--- config.mk ---
export PLATFORM = sky130hd
export DESIGN_NAME = ir_decode_stage
export DESIGN_NICKNAME = d
export VERILOG_FILES = /design/src/rtl/ir_decode_stage.sv
export SDC_FILE = /design/constraint.sdc
export NUM_CORES = 1
export LEC_CHECK = 0
export CORE_UTILIZATION = 29
export DETAILED_ROUTE_END_ITERATION = 6
export PLACE_DENSITY = 0.71
export SLEW_MARGIN = 10
export SYNTH_ARGS = -nofsm -noshare
export SYNTH_HDL_FRONTEND = slang
export SYNTH_SLANG_ARGS = --single-unit
--- constraint.sdc ---
create_clock -name clk -period 3.88 [get_ports clk]
set_input_delay 0.776 -clock clk [delete_from_list [all_inputs] [get_ports clk]]
set_output_delay 0.776 -clock clk [all_outputs]
set_load 0.01 [all_outputs]
--- src/rtl/ir_decode_stage.sv ---
// Instruction register, family classifier and condition evaluator for the ARMv4 core.
// Define IR_FLAG_BYPASS_EN to evaluate cond against alu_nzcv in a cycle where ld_cc is high.
module ir_decode_stage #(
  parameter logic [3:0]  RESET_FLAGS = 4'b0000,
  parameter logic [31:0] HALT_WORD   = 32'hFFFF_FFFF
) (
  input  logic        clk,
  input  logic        rst,
  input  logic        ld_ir,
  input  logic        mem_r,
  input  logic [31:0] mem_data,
  input  logic        ld_cc,
  input  logic [3:0]  alu_nzcv,
  output logic [31:0] ir,
  output logic        ir_valid,
  output logic [3:0]  family_number,
  output logic        cond,
  output logic        st,
  output logic        pl,
  output logic        a,
  output logic        ir_20,
  output logic [3:0]  flags
);

  localparam logic [3:0] FamDpImm    = 4'd0;
  localparam logic [3:0] FamDpRegSh  = 4'd1;
  localparam logic [3:0] FamMul      = 4'd2;
  localparam logic [3:0] FamSwp      = 4'd3;
  localparam logic [3:0] FamHalfword = 4'd4;
  localparam logic [3:0] FamDpImmOp  = 4'd5;
  localparam logic [3:0] FamLdrImm   = 4'd6;
  localparam logic [3:0] FamLdrReg   = 4'd7;
  localparam logic [3:0] FamLdmStm   = 4'd8;
  localparam logic [3:0] FamBranch   = 4'd9;
  localparam logic [3:0] FamLdcStc   = 4'd10;
  localparam logic [3:0] FamCoproc   = 4'd11;
  localparam logic [3:0] FamSwi      = 4'd12;
  localparam logic [3:0] FamUndef    = 4'd13;
  localparam logic [3:0] FamBx       = 4'd14;
  localparam logic [3:0] FamHalt     = 4'd15;

  logic [31:0] ir_q,     ir_d;
  logic        valid_q,  valid_d;
  logic [3:0]  family_q, family_d;
  logic [3:0]  flags_q,  flags_d;
  logic [3:0]  eval_flags;
  logic        ir_load;

  // First match wins; the ordering of the tests is significant.
  function automatic logic [3:0] classify(input logic [31:0] w);
    logic [3:0] fam;
    if (w == HALT_WORD) begin
      fam = FamHalt;
    end else if (w[27:4] == 24'h12FFF1) begin
      fam = FamBx;
    end else if (w[27:24] == 4'hF) begin
      fam = FamSwi;
    end else if (w[27:24] == 4'hE) begin
      fam = FamCoproc;
    end else begin
      unique case (w[27:25])
        3'b110:  fam = FamLdcStc;
        3'b101:  fam = FamBranch;
        3'b100:  fam = FamLdmStm;
        3'b011:  fam = w[4] ? FamUndef : FamLdrReg;
        3'b010:  fam = FamLdrImm;
        3'b001:  fam = FamDpImmOp;
        3'b000: begin
          if (w[7:4] == 4'b1001) begin
            fam = w[24] ? FamSwp : FamMul;
          end else if (w[7] && w[4]) begin
            fam = FamHalfword;
          end else if (w[4]) begin
            fam = FamDpRegSh;
          end else begin
            fam = FamDpImm;
          end
        end
        default: fam = FamCoproc;  // 3'b111 is fully covered by the 4'hE/4'hF tests above
      endcase
    end
    return fam;
  endfunction

  // f is {N,Z,C,V}.
  function automatic logic cond_pass(input logic [3:0] code, input logic [3:0] f);
    logic n, z, c, v, res;
    n = f[3];
    z = f[2];
    c = f[1];
    v = f[0];
    unique case (code)
      4'h0: res = z;
      4'h1: res = !z;
      4'h2: res = c;
      4'h3: res = !c;
      4'h4: res = n;
      4'h5: res = !n;
      4'h6: res = v;
      4'h7: res = !v;
      4'h8: res = c && !z;
      4'h9: res = !c || z;
      4'hA: res = (n == v);
      4'hB: res = (n != v);
      4'hC: res = !z && (n == v);
      4'hD: res = z || (n != v);
      4'hE: res = 1'b1;
      4'hF: res = 1'b0;
      default: res = 1'b0;
    endcase
    return res;
  endfunction

  assign ir_load = ld_ir && mem_r;

  always_comb begin
    ir_d     = ir_q;
    valid_d  = valid_q;
    family_d = family_q;
    flags_d  = flags_q;
    if (ir_load) begin
      ir_d     = mem_data;
      valid_d  = 1'b1;
      family_d = classify(mem_data);
    end
    if (ld_cc) begin
      flags_d = alu_nzcv;
    end
  end

  // Synchronous reset takes priority over any load on the same edge.
  always_ff @(posedge clk) begin
    if (rst) begin
      ir_q     <= '0;
      valid_q  <= 1'b0;
      family_q <= FamDpImm;
      flags_q  <= RESET_FLAGS;
    end else begin
      ir_q     <= ir_d;
      valid_q  <= valid_d;
      family_q <= family_d;
      flags_q  <= flags_d;
    end
  end

`ifdef IR_FLAG_BYPASS_EN
  assign eval_flags = ld_cc ? alu_nzcv : flags_q;
`else
  assign eval_flags = flags_q;
`endif

  always_comb begin
    cond = 1'b0;
    if (valid_q) begin
      cond = cond_pass(ir_q[31:28], eval_flags);
    end
  end

  // Store direction is only meaningful for the load/store families.
  always_comb begin
    st = 1'b0;
    unique case (family_q)
      FamHalfword, FamLdrImm, FamLdrReg, FamLdmStm, FamLdcStc: st = !ir_q[20];
      default: st = 1'b0;
    endcase
  end

  assign ir            = ir_q;
  assign ir_valid      = valid_q;
  assign family_number = family_q;
  assign flags         = flags_q;
  assign pl            = ir_q[24];
  assign a             = ir_q[21];
  assign ir_20         = ir_q[20];

endmodule
==> flow_summary.toml <==
[cells_and_area]
number_of_nets_in_the_layout = 352
count_of_placed_standard_cells_in_the_final_layout_fillers_left_out = 386
mostFrequentLayoutCells = "clkdlybuf4s50_1, nand2_1, dfxtp_1, a21oi_1, nor2_1"
areaGrowthSynthToFinish_pct = 48.9
diodes = 0
area_taken_by_multi_input_logic_gates_sq_um = 918
final_common_cell = "clkdlybuf4s50_1"
filler_cell_count = 649
layout_cells_sized_above_1_pct = 4.50
sequential_cell_area_sq_um = 821

[clock_tree]
clock_tree.htree_level_count = 2
numClockSinks = 41
cts_tree = "built"
clockBufferDepth = 2
cts-buffers-inserted = 5
ctsResizeCount = 0
cts_root_buf = "clkbuf_8"
worst_setup_hold_path_clk_slew_ns = 0.07
clkLatencyLatePin_ns = 0.29
post_cts.repair.setup_buffers = 0
cts-hold-fix-buffers = 0

[global_routing]
grt_pass1_vias = 1731
grt_pass1_wl_microns = 8160
maximum_number_of_pins_on_one_net_before_global_route_repair = 40
overall_overflow_remaining_after_global_route = 0
number_of_antenna_violations_at_the_first_check_in_global_routing = 0
grt_util_all_layers_pct = 15.8

[pwr]
net_switching_share_of_the_total_power_pct = 25.6
power_mw = 0.921
power.static_leakage_nw = 0.982
pwr-share-clk_pct = 30.4
power_frac_seq_pct = 49.7
switchingPower_mw = 0.236
power.density_cell_area_nw_per_um2 = 329
power_frac_comb_pct = 20.0
vdd.ir_drop.worst_mv = 0.158
power_report.internal_total_mw = 0.686

[timing]
fin_ws_ns = 0.964
fin_worst_hold_slack_ns = 0.454
maxClockFrequency_ghz = 0.343
fin_setup_tns_ns = 0
setup_violations = 0
slew-limit-headroom_pct = 51.9
clock-skew-final_ns = 0
actual_slew_at_the_worst_max_slew_pin_ns = 0.719
finalCritPeriodShare_pct = 75.2
rsz_0062_raised_after_global_routing = "false"
finalHoldViolCount = 0
slew_violations = 0
period_needed_ns = 2.92

[logic_synthesis]
ys_top_cells_by_area = "dfxtp_1, nand2_1, a21oi_1"
synth-edff-count = 0
synthesis.area_per_instance_sq_um = 7.96
ys.warnings.count = 0
ys_ff_latch = 41
yosys.area.top_type = "dfxtp_1"
syn-cell-area_sq_um = 1880
ys_async_sr_fraction_pct = 0
fraction_of_synthesized_cell_area_taken_by_the_top_area_cell_type_pct = 43.7
yosysUniqueCellTypes = 36
synth_fp_nets = 277
syn-instance-count = 236
sequential_area_share_after_synthesis_pct = 43.7
synth_flop_cell = "dfxtp_1"

[placed_design]
place_ws_ns = 1.27
placement.io_buffers = 86
dpl.cell_count = 379
gpl.final_weighted_congestion = 0.775
dp.final_hpwl_microns = 3780

[critical_path]
worstPathRequired_ns = 3.10
worst_setup_path_end_kind = "output port"
cp_max_fo = 5
critical_path_arrival_ns = 2.14
critical_path_class = "reg2out"
startpoint_kind_of_the_worst_setup_timing_path = "flip-flop"

[die]
core.rowCount = 28
initial_core_util_pct = 30.8
floorplan_die_area_sq_um = 6810
chipHeight_microns = 82.5
die-width_microns = 82.5
placeableCoreArea_sq_um = 6100
floorplan.io_pins = 87

[drt]
routed-via-count = 1921
router_iterations_before_antenna_repair = 4
wl_per_cell_microns = 13.5
post_drt_via_cell_ratio = 4.98
antenna_left = 0
first_iter_violations = 53
drc_errors = 0
postRouteWirelength_microns = 5200

[min_path]
hold_path.class = "reg2reg"

[run]
maxCapViolCount = 0

[outcome]
outcome = "finished clean"
[sequential cells by signal, summed over array words and instances, names as in the netlist]
name and flops:
family_number 4, flags 4, ir_valid 1, ir 32
[routing by layer]
layer  vias to the layer above  wire length [microns]  global-route usage (%)  share of wire (%)
met4                         0                     34                    4.14               0.65
li1                        953                      -                       -                  -
met1                       894                   2240                    19.6                 43
met2                        69                   2550                    27.3                 49
met3                         5                    366                    4.07                7.0
met5                         -                      0                       0                  0
[critical path, stage by stage (launching register included)]
cell             delay [ns]
dfxtp_1                0.43
mux4_2                 0.53
nand2b_1               0.10
and3_1                 0.15
o21a_1                 0.12
clkdlybuf4s50_1        0.53
[cells in the mapped netlist (4+ instances only)]
library cell / instances
a21oi_1: 34
a31oi_1: 4
buf_6: 5
clkbuf_1: 6
dfxtp_1: 41
mux2i_1: 4
nand2_1: 71
nand4_1: 11
nor2_1: 15
[cell type report]
cell class / instances / area share (%)
timing repair buffer: 88 / 31.3
clock buffer: 7 / 3.08
tap: 75 / 3.35
multi-input combinational: 174 / 32.8
inverter: 1 / 0.134
sequential: 41 / 29.3
[final timing paths]
path / from / to / slack, ns / depth (start not counted)
max: ir[30] / cond / 0.96 / 5
min: ir[7] / ir[7] / 0.45 / 2
max reg2reg: family_number[1] / family_number[1] / 3.08 / 2
min reg2reg: ir[7] / ir[7] / 0.45 / 2
[power groups by stage]
stage | sequential, mW | combinational [mW] | clock [mW]
3_3_place_gp | 0.466 | 0.184 | 0
4_1_cts | 0.458 | 0.186 | 0.291
6_report | 0.457 | 0.184 | 0.280
2_1_floorplan | 0.475 | 0.0738 | 0
5_1_grt | 0.460 | 0.202 | 0.309
3_5_place_dp | 0.467 | 0.186 | 0
[through the flow]
stage / instance area, sq um / utilization, %
2_1_floorplan: 1880 / -
3_3_place_gp: 2710 / 44.5
3_5_place_dp: 2710 / 44.5
4_1_cts: 2800 / 45.9
5_1_grt: 2800 / 45.9
6_report: 2800 / 45.9
[cells by family after synthesis]
family	synth area share, %
DFF	43.7
AOI/OAI and AO/OA	15.2
and+or+nand+nor	29.4
buffers and inverters	7.46
xor gates and xnor gates	0.932
muxes	3.33
Note: power is estimated with default switching activity, not from simulation.
